<file path="src/rtl/bresen_pkg.sv">
// Shared types and default geometry for the Bresenham line generator.
package bresen_pkg;

  localparam int DEF_XW       = 10;
  localparam int DEF_YW       = 9;
  localparam int DEF_SCREEN_W = 640;
  localparam int DEF_SCREEN_H = 480;
  localparam int DEF_ADDR_W   = 19;

  function automatic int err_width(input int xw, input int yw);
    return ((xw > yw) ? xw : yw) + 2;
  endfunction

  localparam int DEF_EW = err_width(DEF_XW, DEF_YW);

  typedef enum logic [1:0] {
    IDLE,
    SETUP,
    DRAW,
    DONE
  } state_t;

  typedef logic signed [DEF_EW-1:0] err_t;

endpackage

</file>
<file path="src/rtl/bresen_line_gen_if.sv">
// Command and pixel-stream bundle of the line generator.
interface bresen_line_gen_if #(
  parameter int XW     = 10,
  parameter int YW     = 9,
  parameter int ADDR_W = 19
);
  logic                     start;
  logic [2*(XW+YW)-1:0]     positions;
  logic                     busy;
  logic                     pix_valid;
  logic                     pix_ready;
  logic [ADDR_W-1:0]        pix_addr;
  logic [XW-1:0]            pix_x;
  logic [YW-1:0]            pix_y;
  logic                     line_done;

  modport master (
    output start, positions, pix_ready,
    input  busy, pix_valid, pix_addr,
    input  pix_x, pix_y, line_done
  );

  modport slave (
    input  start, positions, pix_ready,
    output busy, pix_valid, pix_addr,
    output pix_x, pix_y, line_done
  );
endinterface

</file>
<file path="src/rtl/bresen_addr.sv">
// Linear framebuffer address y*SCREEN_W+x, truncated to ADDR_W.
module bresen_addr #(
  parameter int XW       = 10,
  parameter int YW       = 9,
  parameter int SCREEN_W = 640,
  parameter int ADDR_W   = 19
) (
  input  logic [XW-1:0]     x,
  input  logic [YW-1:0]     y,
  output logic [ADDR_W-1:0] addr
);
  logic [ADDR_W-1:0] xa, ya;

  assign xa = ADDR_W'(x);
  assign ya = ADDR_W'(y);

  generate
    if (SCREEN_W == 640) begin : g_shift
      // 640 = 512 + 128, so no multiplier is needed
      assign addr = (ya << 9) + (ya << 7) + xa;
    end else begin : g_mul
      assign addr = ya * ADDR_W'(SCREEN_W) + xa;
    end
  endgenerate
endmodule

</file>
<file path="src/rtl/bresen_line_gen.sv">
// Bresenham line rasteriser streaming pixels over a valid/ready handshake.
// Define BRESEN_CLIP_EN to silently skip off-screen pixels.
module bresen_line_gen
  import bresen_pkg::*;
#(
  parameter int XW       = DEF_XW,
  parameter int YW       = DEF_YW,
  parameter int SCREEN_W = DEF_SCREEN_W,
  parameter int SCREEN_H = DEF_SCREEN_H,
  parameter int ADDR_W   = DEF_ADDR_W
) (
  input logic clk,
  input logic rst,
  bresen_line_gen_if.slave bus
);
  localparam int PW = 2 * (XW + YW);
  localparam int EW = err_width(XW, YW);

  state_t state, nxt;

  logic [PW-1:0]        pos;
  logic [XW-1:0]        x, px0, px1;
  logic [YW-1:0]        y, py0, py1;
  logic signed [EW-1:0] dx, dy, err;
  logic signed [EW-1:0] e2, nerr;
  logic signed [EW-1:0] ddx, ddy, sdx, sdy;
  logic                 xneg, yneg;
  logic                 at_end, off, adv;

  assign px0 = pos[PW-1 -: XW];
  assign py0 = pos[PW-XW-1 -: YW];
  assign px1 = pos[XW+YW-1 -: XW];
  assign py1 = pos[YW-1:0];

  assign ddx = $signed(EW'(px1)) - $signed(EW'(px0));
  assign ddy = $signed(EW'(py1)) - $signed(EW'(py0));
  assign sdx = ddx[EW-1] ? -ddx : ddx;
  assign sdy = ddy[EW-1] ? ddy : -ddy;

  assign at_end = (x == px1) && (y == py1);

`ifdef BRESEN_CLIP_EN
  assign off = (int'(x) >= SCREEN_W) || (int'(y) >= SCREEN_H);
`else
  logic unused_cfg;
  assign unused_cfg = (SCREEN_H == 0);
  assign off = 1'b0;
`endif

  // Off-screen pixels step one per cycle regardless of the consumer
  assign adv           = (state == DRAW) && (bus.pix_ready || off);
  assign bus.pix_valid = (state == DRAW) && !off;
  assign bus.busy      = (state != IDLE);
  assign bus.line_done = (state == DONE);
  assign bus.pix_x     = x;
  assign bus.pix_y     = y;

  always_ff @(posedge clk or posedge rst) begin
    if (rst) state <= IDLE;
    else     state <= nxt;
  end

  always_comb begin
    nxt = state;
    unique case (state)
      IDLE:  if (bus.start) nxt = SETUP;
      SETUP: nxt = DRAW;
      DRAW:  if (adv && at_end) nxt = DONE;
      DONE:  nxt = IDLE;
      default: nxt = IDLE;
    endcase
  end

  // Both tests use the pre-step error term
  always_comb begin
    e2   = err <<< 1;
    nerr = err;
    if (e2 >= dy) nerr = nerr + dy;
    if (e2 <= dx) nerr = nerr + dx;
  end

  always_ff @(posedge clk or posedge rst) begin
    if (rst) begin
      pos  <= '0;
      x    <= '0;
      y    <= '0;
      dx   <= '0;
      dy   <= '0;
      err  <= '0;
      xneg <= 1'b0;
      yneg <= 1'b0;
    end else begin
      unique case (state)
        IDLE: if (bus.start) pos <= bus.positions;
        SETUP: begin
          x    <= px0;
          y    <= py0;
          dx   <= sdx;
          dy   <= sdy;
          err  <= sdx + sdy;
          xneg <= (px1 < px0);
          yneg <= (py1 < py0);
        end
        DRAW: if (adv && !at_end) begin
          err <= nerr;
          if (e2 >= dy) x <= xneg ? x - XW'(1) : x + XW'(1);
          if (e2 <= dx) y <= yneg ? y - YW'(1) : y + YW'(1);
        end
        default: ;
      endcase
    end
  end

  bresen_addr #(
    .XW       (XW),
    .YW       (YW),
    .SCREEN_W (SCREEN_W),
    .ADDR_W   (ADDR_W)
  ) u_addr (
    .x    (x),
    .y    (y),
    .addr (bus.pix_addr)
  );
endmodule

</file>
<file path="src/flat_wrapper.sv">
// flat-port wrapper written by rule: the top's interface ports become plain ports
module bresen_line_gen_flat import bresen_pkg::*;
#(
  parameter int XW       = DEF_XW,
  parameter int YW       = DEF_YW,
  parameter int SCREEN_W = DEF_SCREEN_W,
  parameter int SCREEN_H = DEF_SCREEN_H,
  parameter int ADDR_W   = DEF_ADDR_W
)
  (clk, rst, bus_start, bus_positions, bus_pix_ready, bus_busy, bus_pix_valid, bus_pix_addr, bus_pix_x, bus_pix_y, bus_line_done);
  bresen_line_gen_if #(.XW(XW), .YW(YW), .ADDR_W(ADDR_W)) bus_i ();
  input logic clk;
  input logic rst;
  input wire logic [$bits(bus_i.start)-1:0] bus_start;
  input wire logic [$bits(bus_i.positions)-1:0] bus_positions;
  input wire logic [$bits(bus_i.pix_ready)-1:0] bus_pix_ready;
  output wire logic [$bits(bus_i.busy)-1:0] bus_busy;
  output wire logic [$bits(bus_i.pix_valid)-1:0] bus_pix_valid;
  output wire logic [$bits(bus_i.pix_addr)-1:0] bus_pix_addr;
  output wire logic [$bits(bus_i.pix_x)-1:0] bus_pix_x;
  output wire logic [$bits(bus_i.pix_y)-1:0] bus_pix_y;
  output wire logic [$bits(bus_i.line_done)-1:0] bus_line_done;
  assign bus_i.start = bus_start;
  assign bus_i.positions = bus_positions;
  assign bus_i.pix_ready = bus_pix_ready;
  assign bus_busy = bus_i.busy;
  assign bus_pix_valid = bus_i.pix_valid;
  assign bus_pix_addr = bus_i.pix_addr;
  assign bus_pix_x = bus_i.pix_x;
  assign bus_pix_y = bus_i.pix_y;
  assign bus_line_done = bus_i.line_done;
  bresen_line_gen #(.XW(XW), .YW(YW), .SCREEN_W(SCREEN_W), .SCREEN_H(SCREEN_H), .ADDR_W(ADDR_W)) u_core (.clk(clk), .rst(rst), .bus(bus_i));
endmodule
</file>
<file path="config.mk">
export PLATFORM = sky130hd
export DESIGN_NAME = bresen_line_gen_flat
export DESIGN_NICKNAME = d
export VERILOG_FILES = /design/src/rtl/bresen_pkg.sv /design/src/rtl/bresen_line_gen_if.sv /design/src/rtl/bresen_addr.sv /design/src/rtl/bresen_line_gen.sv /design/src/flat_wrapper.sv
export SDC_FILE = /design/constraint.sdc
export NUM_CORES = 1
export LEC_CHECK = 0
export BUFFER_PORTS_ARGS = -buffer_cell sky130_fd_sc_hd__buf_2
export CAP_MARGIN = 30
export CORE_UTILIZATION = 25
export CTS_BUF_LIST = sky130_fd_sc_hd__clkbuf_4
export DETAILED_ROUTE_END_ITERATION = 12
export GPL_ROUTABILITY_DRIVEN = 0
export HOLD_SLACK_MARGIN = 0.1
export PLACE_DENSITY = 0.46
export SYNTH_ARGS = -nofsm -noshare
export SYNTH_HDL_FRONTEND = slang
export SYNTH_SLANG_ARGS = --single-unit
</file>
<file path="constraint.sdc">
create_clock -name clk -period 13.9 [get_ports clk]
set_input_delay 2.085 -clock clk [delete_from_list [all_inputs] [get_ports clk]]
set_output_delay 2.085 -clock clk [all_outputs]
set_load 0.02 [all_outputs]
</file>
# Word-level counts from Yosys, hierarchy flattened
# Cells that the tools add are included.
dict set report totals {
  reg_bits 97
  output_inout_bits 41
  input_bits 42
  wordCells 66
}
dict set report op_classes {
  magnitude_cmp 4
  n_mux 17
  n_addsub 13
  eq_ne 10
  n_reduce_logical 13
}
# op n
set ops {}
lappend ops {{2-to-1 mux 12 bit} 5}
lappend ops {{adder 12 bit} 3}
lappend ops {{2-to-1 mux 10 bit} 3}
lappend ops {{2-to-1 mux 9 bit} 3}
lappend ops {{negation 12 bit} 2}
lappend ops {{one-hot mux 12 bit (2 select lines)} 1}
lappend ops {{one-hot mux 10 bit (2 select lines)} 1}
lappend ops {{adder 18 x 16 -> 19 bit} 1}
lappend ops {{adder 19 x 10 -> 19 bit} 1}
lappend ops {{one-hot mux 9 bit (2 select lines)} 1}
lappend ops {{>= comparator 12 bit} 1}
lappend ops {{<= comparator 12 bit} 1}
lappend ops {{subtractor 10 x 10 -> 11 bit} 1}
lappend ops {{adder 10 x 1 -> 10 bit, second input constant} 1}
lappend ops {{== test 10 bit} 1}
lappend ops {{< comparator 10 bit} 1}
lappend ops {{subtractor 10 x 1 -> 10 bit, second input constant} 1}
lappend ops {{subtractor 9 x 9 -> 10 bit} 1}
lappend ops {{adder 9 x 1 -> 9 bit, second input constant} 1}
lappend ops {{== test 9 bit} 1}
lappend ops {{< comparator 9 bit} 1}
lappend ops {{subtractor 9 x 1 -> 9 bit, second input constant} 1}
lappend ops {{inequality test 2 x 1 -> 1 bit, second input constant} 4}
lappend ops {{one-hot mux 2 bit (4 select lines)} 1}
lappend ops {{10 further kinds} 19}

# Depth between registers and ports, before layout
# Gate-level depths: netlist of the first run.
dict set report depth {
  word_depth 6
  ltp_mapped 21
  depth_no_buf 21
}

# By module
# A second synthesis of the first run with hierarchy kept.
dict set report unflattened {
  hier_cells 951
  area_unflattened_um2 8610.8
}
# module area_each_um2 instances cells_per_inst seq_area_each_um2
set by_module_without_submodules {}
lappend by_module_without_submodules {bresen_line_gen 7991.4 1 879 2402.3}
lappend by_module_without_submodules {bresen_addr 619.3 1 72 0.0}

# Worst setup path after synthesis of the first run
# OpenSTA, ideal clock, no wires.
dict set report synth_path {
  path_kind {flip-flop to output port}
  from {register u_core.y[0], in the netlist u_core.bus.pix_y[0]}
  to {output port bus_pix_addr[17]}
  required_time_ns 11.815
  path_stages_with_launch 12
  arrival_ns 2.779
  path_buffers 0
  setup_slack_ns 9.036
  path_cell_list {dfrtp_1 > fa_1 > ha_1 > a21o_1 > a21oi_1 > o21bai_1 > a21oi_1 > o21bai_1 > a21oi_1 > o21bai_1 > a21oi_1 > xnor2_1}
}
dict set report synth_between {
  elab_chain_cells 2
}
# item line_no
set synth_rtl {}
lappend synth_rtl {{start: declaration} bresen_line_gen.sv:23} ;# logic [YW-1:0] y, py0, py1;
lappend synth_rtl {{start signal: assignment} bresen_line_gen.sv:97} ;# y <= py0;
lappend synth_rtl {{start signal: assignment} bresen_line_gen.sv:107} ;# if (e2 <= dx) y <= yneg ? y - YW'(1) : y + YW'(1);
lappend synth_rtl {{adder 18 x 16 -> 19 bit} bresen_addr.sv:20} ;# assign addr = (ya << 9) + (ya << 7) + xa;
lappend synth_rtl {{adder 19 x 10 -> 19 bit} bresen_addr.sv:20}
lappend synth_rtl {{end: declaration} flat_wrapper.sv:19} ;# output wire logic [$bits(bus_i.pix_addr)-1:0] bus_pix_addr;
# No other way between the ends.

# Worst setup path in the final report of the first run
# Ends and elaborated chain as after synthesis.

==> summary.md, run 1 <==
| Metric | Value |
|---|---|
| # rows | `66` |
| Iteration-0 DRC Markers | `243` |
| Setup bufs post-CTS | `0` |
| Slew HR | `0.390` |
| Congestion Overflow GR | `0` |
| Most frequent cells in the layout | `109 x ha_1, 96 x dfrtp_1, 82 x inv_1, 82 x buf_2, 65 x a21oi_1` |
| Seq/Total Area, Yosys | `0.284` |
| Synthesized instance count | `935` |
| Final WL | `23.4 mm` |
| Synthesized net count | `1096` |
| Final Non-Filler Cells | `1455` |
| R2R Setup Slk | `9.10 ns` |
| Initial antenna violation count | `2` |
| Status | `completed` |
| CP arrival | `3.53 ns` |
| Clock skew | `0.0307 ns` |
| Worst hold path class | `reg2reg` |
| Fmax achieved | `178 MHz` |
| Critical Path Slowest Stage Cell | `fa_1` |
| Pin count of the biggest net entering global routing | `66` |
| Synthesized area per cell | `9.04 um^2` |
| Die area | `0.0345 mm^2` |
| Post-layout util | `0.291` |
| Nets | `1167` |
| CTS tree | `yes` |
| CTS clk-pin slew, worst paths | `0.18 ns` |
| Hold Fails Final Rpt | `0` |
| Cell family with most CP delay | `compound AO/OA/AOI/OAI gates` |
| Min Tclk post-route | `5.62 ns` |
| CP Class | `reg2out` |
| Clk_lat worst skew | `0.52 ns` |
| Io pins | `83` |
| Share of cells above drive strength 1 | `0.173` |
| Area grow syn2layout | `13.0%` |
| CP dominant cell by count | `a21oi_1` |
| Max-slew violations | `0` |
| Commonest non-fill, non-tap cell in the layout | `ha_1` |
| Die width | `186 um` |
| Fillcell total | `3596` |
| # clock sinks | `96` |
| CTS Buffer Depth | `2` |
| Worst slew pin tran | `0.915 ns` |
| Number of remaining DRC errors | `0` |
| Via count | `6669` |
| Count of cell types in the netlist | `64` |
| Post-CTS resize count | `0` |
| Cell area after synthesis | `0.00845 mm^2` |
| Cts hold-fix bufs | `0` |
| Setup TNS | `0 ns` |
| Core outline area | `0.0329 mm^2` |
| CTS buffer count | `9` |
| Crit-path max cell delay | `0.57 ns` |
| Antenna-violating nets left | `0` |
| Max-Cap Viols | `0` |
| Ys async rst share | `1.00` |
| Final HPWL DP | `18.3 mm` |
| CP Buf/Inv Count | `1` |
| Clock root cell | `clkbuf_4` |
| Placed cell count | `1437` |
| WL/cell | `16.1 um` |
| Number of global-route vias before repair | `6835` |
| Synth Register Bits | `96` |
| Die H | `186 um` |
| Unrepaired setup endpoints after global routing | `false` |
| Via/cell ratio | `4.58` |
| I/O Buffers | `82` |
| Setup violations, final | `0` |
| Starting density of the core | `0.257` |
| Worst EP required | `11.81 ns` |
| First drt pass iteration count | `4` |
| Total GRT Usage | `0.145` |
| Synth Flop Type | `dfrtp_1` |
| Critical path, cell by cell | `fa_1, ha_1, a21o_1, a21oi_1, o21bai_1, a21oi_1, o21bai_1, a21oi_1, o21bai_1, a21oi_1, xnor2_1, buf_2` |
| CP startpoint kind | `flop` |
| Crit. End Element | `output port` |
| Global-route wire length before repair | `38.1 mm` |
| Yosys warns | `0` |
| # H-tree levels | `3` |
| EDFF count, synth | `0` |
| Final critical-path share of the clock period | `0.404` |
| Critical Path Fanout Max | `7` |
==> worst reg2reg max path, stage by stage (launching register included) <==
cell      delay [ns]
dfrtp_1         0.50
ha_1            0.25
nor4b_1         0.33
o21ai_0         0.15
o21ai_0         0.17
a21boi_1        0.25
mux2_2          0.38
ha_1            0.22
fa_1            0.42
a21o_1          0.22
a221o_1         0.36
o211a_1         0.26
o21a_1          0.19
o311ai_0        0.35
xor2_1          0.22
mux2_2          0.37
o311ai_2        0.07
==> registers in the layout, summed over array words and instances (netlist names) <==
name / count
u_core.yneg: 1
u_core.dx: 12
u_core.dy: 12
u_core.state: 2
u_core.xneg: 1
u_core.bus.pix_y: 9
u_core.err: 11
u_core.pos: 38
u_core.bus.pix_x: 10
==> final cells by class <==
cell class	instances	area, um^2	share of cell area
timing repair buffer	92	505	0.0529
tap	442	553	0.0579
inverter	83	314	0.0329
antenna	2	5.00	0.000524
clock buffer	10	75.1	0.00786
multi-input combinational	724	5600	0.586
sequential	96	2400	0.252
clock inverter	6	93.8	0.00983
==> Yosys cell counts (all sizes together) (4+ instances only) <==
cell / n / area (um^2)
ha: 110 / 1380
nand2b: 9 / 56.3
and3: 8 / 50.1
buf: 12 / 71.3
nor3: 16 / 80.1
a31oi: 11 / 68.8
inv: 83 / 312
dfrtp: 96 / 2400
nor2: 61 / 229
xor2: 38 / 333
mux2i: 15 / 150
o31ai: 6 / 45.0
o211ai: 11 / 82.6
a21o: 16 / 120
nand4: 4 / 25.0
fa: 9 / 180
a21oi: 66 / 334
o21a: 10 / 75.1
xnor2: 52 / 455
or4: 4 / 30.0
nand2: 64 / 240
nor2b: 18 / 120
o21ai: 65 / 333
or2: 6 / 37.5
nor4: 5 / 31.3
nand3: 12 / 60.1
mux2: 48 / 541
clkbuf: 20 / 75.1
o21bai: 14 / 105
==> metal layers <==
layer	track usage	routed length, um
met5	0	0
met4	0.0344	223
met3	0.0231	742
met2	0.236	10700
met1	0.198	11700
==> through the flow <==
stage / hold slack [ns] / area [um^2] / worst slack (ns)
floorplan: 0.448 / 8450 / 9.04
global placement: 0.482 / 9340 / 8.88
detailed placement: 0.485 / 9380 / 8.85
CTS: 0.522 / 9540 / 8.20
global route: 0.581 / 9550 / 7.99
finish: 0.509 / 9550 / 8.28
==> logic make-up after synthesis <==
family | after synthesis | synth area share
adders and majority gates | 119 | 0.184
DFF | 96 | 0.284
and+or+nand+nor | 220 | 0.125
muxes | 63 | 0.0818
AOI/OAI and AO/OA | 231 | 0.174
buffers and inverters | 115 | 0.0542
xor gates and xnor gates | 91 | 0.0961
==> path summary, 6_finish.rpt <==
| path | depth (start not counted) | startpoint | endpoint |
|---|---|---|---|
| setup / recovery | 12 | u_core.bus.pix_y[0]$_DFFE_PP0P_ | bus_pix_addr[17] |
| hold / removal | 2 | u_core.dx[11]$_DFFE_PP0N_ | u_core.dx[11]$_DFFE_PP0N_ |
| setup reg to reg | 16 | u_core.err[9]$_DFFE_PP0P_ | u_core.err[10]$_DFFE_PP0P_ |
| hold reg to reg | 2 | u_core.dx[11]$_DFFE_PP0N_ | u_core.dx[11]$_DFFE_PP0N_ |
| max in group asynchronous | 3 | rst | u_core.pos[18]$_DFFE_PP0P_ |
| min in group asynchronous | 2 | rst | u_core.dx[1]$_DFFE_PP0N_ |
Power of run 1 is not shown: default switching activity piles up to over one toggle a cycle in this logic, so the estimate is an artifact.
==> run 2, diff against run 1 <==
--- a/config.mk
+++ b/config.mk
@@ -12,7 +12,7 @@
 export DETAILED_ROUTE_END_ITERATION = 12
 export GPL_ROUTABILITY_DRIVEN = 0
 export HOLD_SLACK_MARGIN = 0.1
-export PLACE_DENSITY = 0.46
+export PLACE_DENSITY = 0.48
 export SYNTH_ARGS = -nofsm -noshare
 export SYNTH_HDL_FRONTEND = slang
 export SYNTH_SLANG_ARGS = --single-unit
==> constraint.sdc (replaced) <==
create_clock -name clk -period 5.05 [get_ports clk]
set_input_delay 0.7575 -clock clk [delete_from_list [all_inputs] [get_ports clk]]
set_output_delay 0.7575 -clock clk [all_outputs]
set_load 0.02 [all_outputs]
==> summary.md, run 2 (synthesis results as in run 1) <==
| Metric | Value |
|---|---|
| Status | `completed` |
| Antenna-violating nets left | `0` |
| Clock skew | `0.0226 ns` |
| Unrepaired setup endpoints after global routing | `false` |
| Max reg flops | `38` |
| Max-slew violations | `0` |
| Share of cells above drive strength 1 | `0.173` |
| Worst setup path startpoint | `u_core.err[9]$_DFFE_PP0P_` |
| Hold Fails Final Rpt | `0` |
| CTS clk-pin slew, worst paths | `0.17 ns` |
| Critical Path Fanout Max | `6` |
| WL met1 | `11.0 mm` |
| Worst hold path class | `in2async` |
| WL/cell | `15.6 um` |
| CP arrival | `5.11 ns` |
| # H-tree levels | `3` |
| Area grow syn2layout | `12.2%` |
| CTS buffer count | `9` |
| Number of global-route vias before repair | `6574` |
| Setup violations, final | `0` |
| Setup TNS | `0 ns` |
| Pin count of the biggest net entering global routing | `61` |
| Max-Cap Viols | `0` |
| Worst setup margin | `0.366 ns` |
| Iteration-0 DRC Markers | `249` |
| Starting density of the core | `0.257` |
| Final WL | `22.7 mm` |
| Place WS | `0.349 ns` |
| Via count | `6739` |
| Setup bufs post-CTS | `0` |
| Core outline area | `0.0329 mm^2` |
| Number of remaining DRC errors | `0` |
| Crit. End Element | `flop` |
| Top reg by flops | `u_core.pos` |
| Total GRT Usage | `0.138` |
| Die H | `186 um` |
| Via/cell ratio | `4.63` |
| FF-to-FF Start | `u_core.err[9]$_DFFE_PP0P_` |
| Global-route wire length before repair | `36.3 mm` |
| Io pins | `83` |
| Die area | `0.0345 mm^2` |
| Most frequent cells in the layout | `109 x ha_1, 96 x dfrtp_1, 82 x inv_1, 82 x buf_2, 65 x a21oi_1` |
| I/O Buffers | `82` |
| Clk_lat worst skew | `0.51 ns` |
| Min Tclk post-route | `4.68 ns` |
| First drt pass iteration count | `6` |
| CTS tree | `yes` |
| Slew HR | `0.384` |
| Worst slew pin tran | `0.921 ns` |
| DR top layer | `met4` |
| Fmax achieved | `213 MHz` |
| Commonest non-fill, non-tap cell in the layout | `ha_1` |
| Met2 WL post-DR | `10.5 mm` |
| Top flop regs | `u_core.pos (38), u_core.dx (12), u_core.dy (12)` |
| WL met3 | `855 um` |
| Worst EP required | `5.47 ns` |
| Initial antenna violation count | `2` |
| Die width | `186 um` |
| # clock sinks | `96` |
| Final HPWL DP | `18.0 mm` |
| Nets | `1167` |
| Final critical-path share of the clock period | `0.928` |
| CP startpoint kind | `flop` |
| # rows | `66` |
| Clock root cell | `clkbuf_4` |
| CP Class | `reg2reg` |
| CTS Buffer Depth | `2` |
| Congestion Overflow GR | `0` |
[run 2: cell types whose count changed in the layout (fill, tap and decap cells not counted), sizes merged]
cell and delta:
clkinv +1, inv +1, bufinv -2
[run 2: metal layers]
| metal | global-route usage | up-vias |
|---|---|---|
| li1 | - | 3417 |
| met1 | 0.184 | 3189 |
| met2 | 0.225 | 118 |
| met3 | 0.0262 | 15 |
| met4 | 0.0397 | 0 |
| met5 | 0 | - |
[run 2: worst paths after layout]
| kind | to | slack, ns | depth (start not counted) |
|---|---|---|---|
| worst max-delay path | u_core.err[10]$_DFFE_PP0P_ | 0.37 | 16 |
| worst min-delay path | u_core.err[4]$_DFFE_PP0P_ | 0.41 | 2 |
| worst max register to register | u_core.err[10]$_DFFE_PP0P_ | 0.37 | 16 |
| worst min register to register | u_core.dx[11]$_DFFE_PP0N_ | 0.52 | 2 |
| max in group asynchronous | u_core.bus.pix_x[8]$_DFFE_PP0P_ | 3.61 | 3 |
| min in group clk | u_core.pos[14]$_DFFE_PP0P_ | 0.48 | 2 |
[run 2: area by class of cell]
class	instances	area, um^2
sequential	96	2400
multi-input combinational	724	5610
clock buffer	10	75.1
fill	3642	23400
inverter	83	314
clock inverter	6	35.0
timing repair buffer	92	485
tap	442	553
antenna	2	5.00
[run 2: worst max-delay path: stages (launching register included)]
cell	delay, ns
dfrtp_1	0.49
ha_1	0.32
o31ai_1	0.22
o21ai_0	0.15
and3_1	0.19
a21boi_1	0.19
mux2_2	0.37
ha_1	0.21
fa_1	0.40
a21o_1	0.20
a221o_1	0.35
o211a_1	0.26
o21a_1	0.18
o311ai_0	0.41
xor2_1	0.24
mux2_2	0.36
o311ai_2	0.06
[run 2: what timing repair did]
action,4_1_cts,5_1_grt
resized for setup,0,1
hold buffers,0,0
endpoints found under the setup margin,0,1
[run 2: through the flow]
step / hold slack (ns) / instance area [um^2] / std cells / utilization
after detailed placement: 0.496 / 9360 / 1437 / 0.285
after CTS: 0.412 / 9470 / 1453 / 0.288
after global routing: 0.426 / 9480 / 1455 / 0.288
after floorplan: 0.448 / 8450 / 935 / -
after global placement: 0.484 / 9360 / 1437 / 0.285
final: 0.408 / 9480 / 1455 / 0.288
Power of run 2 is left out for the same reason.
